`src/rtl/mc_control_fsm_if.sv`:
```
// Control bus between the multicycle MIPS control FSM and its datapath.
// The controller is the master: it reads op/flags and drives enables and selects.
interface mc_control_fsm_if #(
   parameter int OPW = 6,
   parameter int STW = 4
) ();
   logic [OPW-1:0] op;
   logic           zero;
   logic           mem_ready;

   logic           pcen;
   logic           pcwrite;
   logic           branch;
   logic           irwrite;
   logic           memwrite;
   logic           regwrite;
   logic           iord;
   logic           regdst;
   logic           memtoreg;
   logic           alusrca;
   logic [1:0]     alusrcb;
   logic [1:0]     pcsrc;
   logic [1:0]     aluop;
   logic [STW-1:0] state;
   logic           illegal_op;

   modport master (
      input  op, zero, mem_ready,
      output pcen, pcwrite, branch, irwrite, memwrite, regwrite, iord, regdst,
             memtoreg, alusrca, alusrcb, pcsrc, aluop, state, illegal_op
   );

   modport slave (
      output op, zero, mem_ready,
      input  pcen, pcwrite, branch, irwrite, memwrite, regwrite, iord, regdst,
             memtoreg, alusrca, alusrcb, pcsrc, aluop, state, illegal_op
   );
endinterface

```
`src/rtl/mc_control_fsm.sv`:
```
// Multicycle MIPS main control: Moore FSM sequencing fetch/decode/execute/mem/wb
// and decoding the datapath enables and mux selects from the current state.
module mc_control_fsm #(
   parameter int OPW = 6,
   parameter int STW = 4
) (
   input  logic               clk,
   input  logic               reset,
   mc_control_fsm_if.master   bus
);

   typedef enum logic [STW-1:0] {
      FETCH   = 4'd0,
      DECODE  = 4'd1,
      MEMADR  = 4'd2,
      MEMRD   = 4'd3,
      MEMWB   = 4'd4,
      MEMWR   = 4'd5,
      RTYPEEX = 4'd6,
      RTYPEWB = 4'd7,
      BEQEX   = 4'd8,
      ADDIEX  = 4'd9,
      ADDIWB  = 4'd10,
      JEX     = 4'd11
   } state_e;

   localparam logic [OPW-1:0] OP_LW    = 6'b100011;
   localparam logic [OPW-1:0] OP_SW    = 6'b101011;
   localparam logic [OPW-1:0] OP_RTYPE = 6'b000000;
   localparam logic [OPW-1:0] OP_BEQ   = 6'b000100;
   localparam logic [OPW-1:0] OP_ADDI  = 6'b001000;
   localparam logic [OPW-1:0] OP_J     = 6'b000010;

   state_e state_q, state_d;
   logic   illegal_op_q, illegal_op_d;
   state_e dec_state;

   // NOTE: sequential state uses non-blocking assignments so every flop samples pre-edge values.
   always_ff @(posedge clk) begin
      state_q      <= state_d;
      illegal_op_q <= illegal_op_d;
   end

   // NOTE: every comb output gets a default first, so no path leaves it unassigned (no latch).
   always_comb begin
      state_d      = state_q;
      illegal_op_d = illegal_op_q;
      case (state_q)
         FETCH:   if (bus.mem_ready) state_d = DECODE;
         DECODE: begin
            case (bus.op)
               OP_LW, OP_SW: state_d = MEMADR;
               OP_RTYPE:     state_d = RTYPEEX;
               OP_BEQ:       state_d = BEQEX;
               OP_ADDI:      state_d = ADDIEX;
               OP_J:         state_d = JEX;
               default: begin
                  state_d      = FETCH;
                  illegal_op_d = 1'b1;
               end
            endcase
         end
         MEMADR: begin
            if (bus.op == OP_LW)      state_d = MEMRD;
            else if (bus.op == OP_SW) state_d = MEMWR;
            else                      state_d = FETCH;
         end
         MEMRD:   if (bus.mem_ready) state_d = MEMWB;
         MEMWR:   if (bus.mem_ready) state_d = FETCH;
         RTYPEEX: state_d = RTYPEWB;
         ADDIEX:  state_d = ADDIWB;
         default: state_d = FETCH;
      endcase
      // Synchronous reset overrides any transition, including memory waits.
      if (reset) begin
         state_d      = FETCH;
         illegal_op_d = 1'b0;
      end
   end

   // Under reset the selects show FETCH values while the enables are gated off below.
   assign dec_state = reset ? FETCH : state_q;

   always_comb begin
      bus.pcwrite  = 1'b0;
      bus.branch   = 1'b0;
      bus.irwrite  = 1'b0;
      bus.memwrite = 1'b0;
      bus.regwrite = 1'b0;
      bus.iord     = 1'b0;
      bus.regdst   = 1'b0;
      bus.memtoreg = 1'b0;
      bus.alusrca  = 1'b0;
      bus.alusrcb  = 2'b00;
      bus.pcsrc    = 2'b00;
      bus.aluop    = 2'b00;
      case (dec_state)
         FETCH: begin
            bus.alusrcb = 2'b01;
            bus.irwrite = bus.mem_ready;
            bus.pcwrite = bus.mem_ready;
         end
         DECODE:  bus.alusrcb = 2'b11;
         MEMADR, ADDIEX: begin
            bus.alusrca = 1'b1;
            bus.alusrcb = 2'b10;
         end
         MEMRD:   bus.iord = 1'b1;
         MEMWB: begin
            bus.memtoreg = 1'b1;
            bus.regwrite = 1'b1;
         end
         MEMWR: begin
            bus.iord     = 1'b1;
            bus.memwrite = 1'b1;
         end
         RTYPEEX: begin
            bus.alusrca = 1'b1;
            bus.aluop   = 2'b10;
         end
         RTYPEWB: begin
            bus.regdst   = 1'b1;
            bus.regwrite = 1'b1;
         end
         BEQEX: begin
            bus.alusrca = 1'b1;
            bus.aluop   = 2'b01;
            bus.pcsrc   = 2'b01;
            bus.branch  = 1'b1;
         end
         ADDIWB:  bus.regwrite = 1'b1;
         JEX: begin
            bus.pcsrc   = 2'b10;
            bus.pcwrite = 1'b1;
         end
         default: ;
      endcase
      if (reset) begin
         bus.irwrite  = 1'b0;
         bus.pcwrite  = 1'b0;
         bus.memwrite = 1'b0;
         bus.regwrite = 1'b0;
      end
      bus.pcen = bus.pcwrite | (bus.branch & bus.zero);
   end

   assign bus.state      = state_q;
   assign bus.illegal_op = illegal_op_q;

endmodule

```
`src/flat_wrapper.sv`:
```
// flat-port wrapper written by rule: the top's interface ports become plain ports
module mc_control_fsm_flat 
#(
   parameter int OPW = 6,
   parameter int STW = 4
)
  (clk, reset, bus_op, bus_zero, bus_mem_ready, bus_pcen, bus_pcwrite, bus_branch, bus_irwrite, bus_memwrite, bus_regwrite, bus_iord, bus_regdst, bus_memtoreg, bus_alusrca, bus_alusrcb, bus_pcsrc, bus_aluop, bus_state, bus_illegal_op);
  mc_control_fsm_if #(.OPW(OPW), .STW(STW)) bus_i ();
  input  logic clk;
  input  logic reset;
  input wire logic [$bits(bus_i.op)-1:0] bus_op;
  input wire logic [$bits(bus_i.zero)-1:0] bus_zero;
  input wire logic [$bits(bus_i.mem_ready)-1:0] bus_mem_ready;
  output wire logic [$bits(bus_i.pcen)-1:0] bus_pcen;
  output wire logic [$bits(bus_i.pcwrite)-1:0] bus_pcwrite;
  output wire logic [$bits(bus_i.branch)-1:0] bus_branch;
  output wire logic [$bits(bus_i.irwrite)-1:0] bus_irwrite;
  output wire logic [$bits(bus_i.memwrite)-1:0] bus_memwrite;
  output wire logic [$bits(bus_i.regwrite)-1:0] bus_regwrite;
  output wire logic [$bits(bus_i.iord)-1:0] bus_iord;
  output wire logic [$bits(bus_i.regdst)-1:0] bus_regdst;
  output wire logic [$bits(bus_i.memtoreg)-1:0] bus_memtoreg;
  output wire logic [$bits(bus_i.alusrca)-1:0] bus_alusrca;
  output wire logic [$bits(bus_i.alusrcb)-1:0] bus_alusrcb;
  output wire logic [$bits(bus_i.pcsrc)-1:0] bus_pcsrc;
  output wire logic [$bits(bus_i.aluop)-1:0] bus_aluop;
  output wire logic [$bits(bus_i.state)-1:0] bus_state;
  output wire logic [$bits(bus_i.illegal_op)-1:0] bus_illegal_op;
  assign bus_i.op = bus_op;
  assign bus_i.zero = bus_zero;
  assign bus_i.mem_ready = bus_mem_ready;
  assign bus_pcen = bus_i.pcen;
  assign bus_pcwrite = bus_i.pcwrite;
  assign bus_branch = bus_i.branch;
  assign bus_irwrite = bus_i.irwrite;
  assign bus_memwrite = bus_i.memwrite;
  assign bus_regwrite = bus_i.regwrite;
  assign bus_iord = bus_i.iord;
  assign bus_regdst = bus_i.regdst;
  assign bus_memtoreg = bus_i.memtoreg;
  assign bus_alusrca = bus_i.alusrca;
  assign bus_alusrcb = bus_i.alusrcb;
  assign bus_pcsrc = bus_i.pcsrc;
  assign bus_aluop = bus_i.aluop;
  assign bus_state = bus_i.state;
  assign bus_illegal_op = bus_i.illegal_op;
  mc_control_fsm #(.OPW(OPW), .STW(STW)) u_core (.clk(clk), .reset(reset), .bus(bus_i));
endmodule
```
`config.mk`:
```
export PLATFORM = sky130hd
export DESIGN_NAME = mc_control_fsm_flat
export DESIGN_NICKNAME = d
export VERILOG_FILES = /design/src/rtl/mc_control_fsm_if.sv /design/src/rtl/mc_control_fsm.sv /design/src/flat_wrapper.sv
export SDC_FILE = /design/constraint.sdc
export NUM_CORES = 1
export LEC_CHECK = 0
export BUFFER_PORTS_ARGS = -buffer_cell sky130_fd_sc_hd__buf_2
export CORE_MARGIN = 5
export CORE_UTILIZATION = 42
export DETAILED_ROUTE_END_ITERATION = 7
export PLACE_DENSITY = 0.84
export SETUP_SLACK_MARGIN = 0.5
export SLEW_MARGIN = 5
export SYNTH_ARGS = -nofsm -noshare
export SYNTH_HDL_FRONTEND = slang
export SYNTH_SLANG_ARGS = --single-unit
```
`constraint.sdc`:
```
create_clock -name clk -period 3.83 [get_ports clk]
set_input_delay 0 -clock clk [delete_from_list [all_inputs] [get_ports clk]]
set_output_delay 0 -clock clk [all_outputs]
set_load 0.1 [all_outputs]
```
* Yosys cells after proc, flatten, opt, wreduce, memory -nomap -nowiden
Index checks and enable logic that the tools add are counted.
** Storage, ports and cells
- Bits in writable memories :: 0
- Bits in read-only memories :: 0
- Register bits after elaboration :: 5
- Latch bits :: 0
- Output and inout bits :: 21
- Memories :: 0
- Input port bits :: 10
** Cells by class
- Reductions and logical operators :: 11
- $mul :: 0
- Bitwise operators :: 3
- Shift-type cells :: 0
- Order comparisons :: 0
- Equal/unequal tests :: 25
- Add/sub/neg operators :: 0
- Div/mod/pow operators :: 0
- Muxes and demuxes :: 24
** Operators with widths (count)
- one-hot mux 4 bit (7 select lines) :: 1
- == test 4 x 3 -> 1 bit, second input constant :: 6
- == test 4 bit, second input constant :: 5
- 2-to-1 mux 4 bit :: 5
- one-hot mux 4 bit (5 select lines) :: 1
- == test 4 x 2 -> 1 bit, second input constant :: 4
- == test 6 bit, second input constant :: 2
- 2-to-1 mux 1 bit :: 12
- == test 4 x 1 -> 1 bit, second input constant :: 2
- logical NOT 4 bit :: 2
- one-hot mux 2 bit (2 select lines) :: 2
- == test 6 x 2 -> 1 bit, second input constant :: 1
- == test 6 x 3 -> 1 bit, second input constant :: 1
- == test 6 x 4 -> 1 bit, second input constant :: 1
- logical NOT 6 bit :: 1
- != test 2 bit, second input constant :: 3
- one-hot mux 2 bit (3 select lines) :: 1
- OR reduction 2 bit :: 3
- OR reduction 6 bit :: 1
- OR reduction 4 bit :: 1
- 2-to-1 mux 3 bit :: 1
- AND reduction 3 bit :: 1
- OR reduction 3 bit :: 1
- one-hot mux 1 bit (2 select lines) :: 1
- other kinds (4) :: 4

* Logic depth before layout (Yosys ltp)
- Depth in word-level cells :: 5
- Depth in mapped cells :: 5

* Worst setup path before layout
Ideal clock, no wire load.
- Kind :: register to output
- Start :: reg u_core.state_q[3], in the netlist u_core.bus.state[3]
- End :: out bus_pcen
- Data required time :: 3830 ps
- Path buffers :: 0
- Stages on the path, launching flop included :: 4
- Data arrival time :: 5168 ps
- Slack :: -1338 ps
- Path through :: dfxtp_1 -> nand2b_1 -> nor4_1 -> a21o_1
** On the way
- Word-level cells in the longest chain between the ends :: 5
** RTL lines
- start: declaration :: line mc_control_fsm.sv:34 : state_e state_q, state_d;
- start signal: assignment :: line mc_control_fsm.sv:40 : state_q <= state_d;
- 2-to-1 mux 4 bit :: line mc_control_fsm.sv:82 : assign dec_state = reset ? FETCH : state_q;
- == test 4 bit :: line mc_control_fsm.sv:97 : case (dec_state)
- 2-to-1 mux 1 bit :: line mc_control_fsm.sv:97
- via bus_branch :: line flat_wrapper.sv:16 : output wire logic [$bits(bus_i.branch)-1:0] bus_branch;
- AND 1 bit :: line mc_control_fsm.sv:144 : bus.pcen = bus.pcwrite | (bus.branch & bus.zero);
- bitwise OR 1 bit :: line mc_control_fsm.sv:144
- end: declaration :: line flat_wrapper.sv:14 : output wire logic [$bits(bus_i.pcen)-1:0] bus_pcen;
The timed path passes the listed nets, and every way through them passes these cells.

* Final worst setup path
- Start :: reg u_core.state_q[1], in the netlist u_core.bus.state[1]
- End :: out bus_pcen
** On the way
- Word-level cells in the longest chain between the ends :: 5
** RTL lines (line)
- 2-to-1 mux 4 bit * :: mc_control_fsm.sv:82
- == test 4 bit or logical NOT 4 bit (tied branches) :: mc_control_fsm.sv:97
- one-hot mux 1 bit (2 select lines) or 2-to-1 mux 1 bit (tied branches) :: mc_control_fsm.sv:97
- 2-to-1 mux 1 bit or AND 1 bit (tied branches) :: mc_control_fsm.sv:138, mc_control_fsm.sv:144
- bitwise OR 1 bit * :: mc_control_fsm.sv:144
Every way passes the cells marked *; elsewhere a longest branch is shown, timed or not.

==> impl_metrics.csv <==
group,metric,value,unit
worst_setup_path,required,3.83,ns
cts,cts_sinks,5,
worst_setup_path,reg2reg_depth,3,
cts,cts_hold_buffers,0,
worst_setup_path,critical_path.startpoint_type,"register",
sta,timing.final.crit_period,2.041,ns
worst_setup_path,cp.buffers_inverters,1,
sta,setup_violations,0,
pwr,peakVddDrop,0.0002596,V
synthesis,post-synth-top-area-cell,"dfxtp_1",
synthesis,synth_edf_count,0,
worst_hold_path,min_from,"bus_op[2]",
worst_setup_path,r2r-end,"u_core.bus.illegal_op$_SDFFE_PP0P_",
grt,antenna_found_initial,0,
worst_setup_path,rr_startpoint,"u_core.bus.state[1]$_SDFFE_PP0P_",
sta,rsz0062_at_grt,"false",
synthesis,synthTopCellsByCount,"nor2_1, nand2b_1, clkbuf_1, nor3_1",
synthesis,yosysWarnings,0,
sta,slew_violations,0,
worst_setup_path,endpoint_kind,"primary output",
worst_setup_path,critPathKind,"register to primary output",
synthesis,yosysSeqAreaShare,0.1724,
detailed_routing,viasPerCell,5.760,
synthesis,synth_area,580.6,um2
floorplan,rows,13,
cts,htreeDepth,1,
cells_and_area,num_antenna_cells,0,
placement,dp_hpwl,1.265,mm
sta,period_share,0.5330,
cts,max-clock-path-buffers,2,
sta,hold_viol,0,
detailed_routing,wl_per_cell,13.35,um
detailed_routing,wl_met2,830,um
worst_setup_path,cp_slowest_stage_delay,0.46,ns
placement,dpl.cell_count,121,
placement,routabilityCongestion,0.8256,
synthesis,async_flop_share,0,
cts,cts_tree,"built",
grt,overflow,0,
worst_setup_path,reg2reg_slack,2.07,ns
cells_and_area,drive_gt1_frac,0.3909,
detailed_routing,drt_first_pass_iters,4,
detailed_routing,dr.max_layer_used,"met3",
sta,relSlewSlack,0.5603,
worst_hold_path,holdPathStages,3,
detailed_routing,drt-met1-wl,693,um
flow_run,max_cap_violations,0,
cells_and_area,n_fill_cell,129,
worst_setup_path,cpMaxStageDelayCell,"dfxtp_1",
floorplan,die_w,47.18,um
sta,max_freq,489.8,MHz
synthesis,synthTopCellsByArea,"dfxtp_1, nand2b_1, nor2_1, nor4_1, nor3_1",
detailed_routing,drt_iter0_drc,7,
sta,finalClockSkew,0.003136,ns
synthesis,synth_area_per_cell,6.751,um2
worst_hold_path,hold_path_class,"input pin to register",
cells_and_area,syn_to_final_growth,31.03,%
synthesis,ys_ff_latch,5,
worst_hold_path,whs_endpoint,"u_core.bus.state[2]$_SDFFE_PP0P_",
pwr,leakagePower,0.3347,nW
cts,root_buffer,"clkbuf_4",
synthesis,synth.top_cell.area_share,0.1724,
sta,worstMarginPinSlew,0.6587,ns
floorplan,initial_core_util,0.4462,
synthesis,synth_most_common_cell,"nor2_1",
floorplan,die_area,0.002226,mm2
floorplan,die_y,47.18,um
placement,port-buffer-count,30,
cells_and_area,final_cells,125,
worst_setup_path,worstPathArrival,2.04,ns
worst_setup_path,critical_path.cell_chain,"or2_1 -> o21a_1 -> nor3_2 -> a21o_1 -> buf_2",
detailed_routing,ant_nets,0,
detailed_routing,drcViolationCount,0,
grt,grt_pass1_wl,2.829,mm
detailed_routing,met3WireLength,145,um
synthesis,synth_flop_cell,"dfxtp_1",
detailed_routing,wirelength,1.669,mm
worst_setup_path,cp_max_fo,16,
grt,grt_max_degree,20,
cts,postCtsSetupBuffers,0,
pwr,power.density,246.7,mW/mm2
cts,cts_inserted_buffers,3,
grt,track_usage,0.1747,
cells_and_area,fin_nets,121,
floorplan,ioPinCount,31,
cts,path_clk_slew,0.04,ns
synthesis,synth_cell_types,35,
grt,grt_pass1_vias,652,
cts,ctsResizeCount,0,
cts,clk_latency,0.23,ns
sta,timing.final.ws_setup,1.789,ns
synthesis,synth_nets,96,
floorplan,coreArea,0.001301,mm2
placement,place_worst_setup_slack,2.045,ns
run_status,status,"finished, final reports clean",
worst_setup_path,crit_family,"simple AND/OR/NAND/NOR gates",
detailed_routing,vias,720,
synthesis,synthCells,86,
layer usage:
metal / vias to the layer above / global-route usage
met1: 327 / 0.2325
met5: - / 0
met4: 0 / 0.03315
met3: 0 / 0.06130
met2: 26 / 0.2737
li1: 367 / -
worst reg2reg max path, delay by kind of cell (launching register included):
kind	cells	cell delay, ns
simple gates	2	1.01
flops	1	0.46
compound gates	1	0.20
worst max-delay path by stage:
stage / start / end / slack [ns] / depth (start not counted)
3_5_place_dp: u_core.bus.state[1]$_SDFFE_PP0P_ / bus_pcen / 2.05 / 5
3_3_place_gp: u_core.bus.state[1]$_SDFFE_PP0P_ / bus_pcen / 2.07 / 5
2_1_floorplan: u_core.bus.state[3]$_SDFFE_PP0P_ / bus_pcen / -0.01 / 3
5_1_grt: u_core.bus.state[1]$_SDFFE_PP0P_ / bus_pcen / 1.68 / 5
6_report: u_core.bus.state[1]$_SDFFE_PP0P_ / bus_pcen / 1.79 / 5
4_1_cts: u_core.bus.state[1]$_SDFFE_PP0P_ / bus_pcen / 1.78 / 5
placed cells by master (no fill, tap or decap), types with 2 or more instances in the layout:
cell type and count:
buf_2 30, nor2_1 11, nand2b_1 7, dfxtp_1 5, nor3_2 4, nand3_1 4
o21ai_0 4, nor4_2 3, nand2_1 3, a21oi_1 3, o211ai_1 3, clkbuf_4 3
inv_1 2, o21a_1 2, nor3_1 2, or4_1 2, a31oi_1 2, nor4_1 2
cell families after synthesis:
logic type                after synthesis  synth area share
and+or+nand+nor                        43            0.4009
AOI/OAI and AO/OA                      23            0.2845
buffers and inverters                  13            0.1120
DFF                                     5            0.1724
xor gates and xnor gates                2           0.03018
sequential cells by signal, summed over array words and instances, names as in the netlist:
register               flops
u_core.bus.illegal_op      1
u_core.bus.state           4
area by class of cell:
cell class	instances	area (um2)	share of cell area
tap	15	18.77	0.02467
timing repair buffer	30	150.1	0.1974
clock buffer	4	26.28	0.03454
sequential	5	100.1	0.1316
multi-input combinational	68	454.2	0.5970
inverter	3	11.26	0.01480
per-stage QoR:
step	util	TNS, ns	hold slack, ns	total power, mW	area (um2)
final	0.5846	0	0.09577	0.1877	760.7
after global routing	0.5846	0	0.09950	0.1997	760.7
after global placement	0.5644	0	0.3368	0.1289	734.5
after detailed placement	0.5644	0	0.3390	0.1303	734.5
after CTS	0.5846	0	0.08634	0.1908	760.7
after floorplan	-	-0.01127	0.1656	0.1159	619.3
where the power goes:
group,internal [mW],switching (mW)
clock,0.0392,0.0190
sequential,0.0543,0.00419
combinational,0.0168,0.0542
Power figures use the tool's default switching activity.
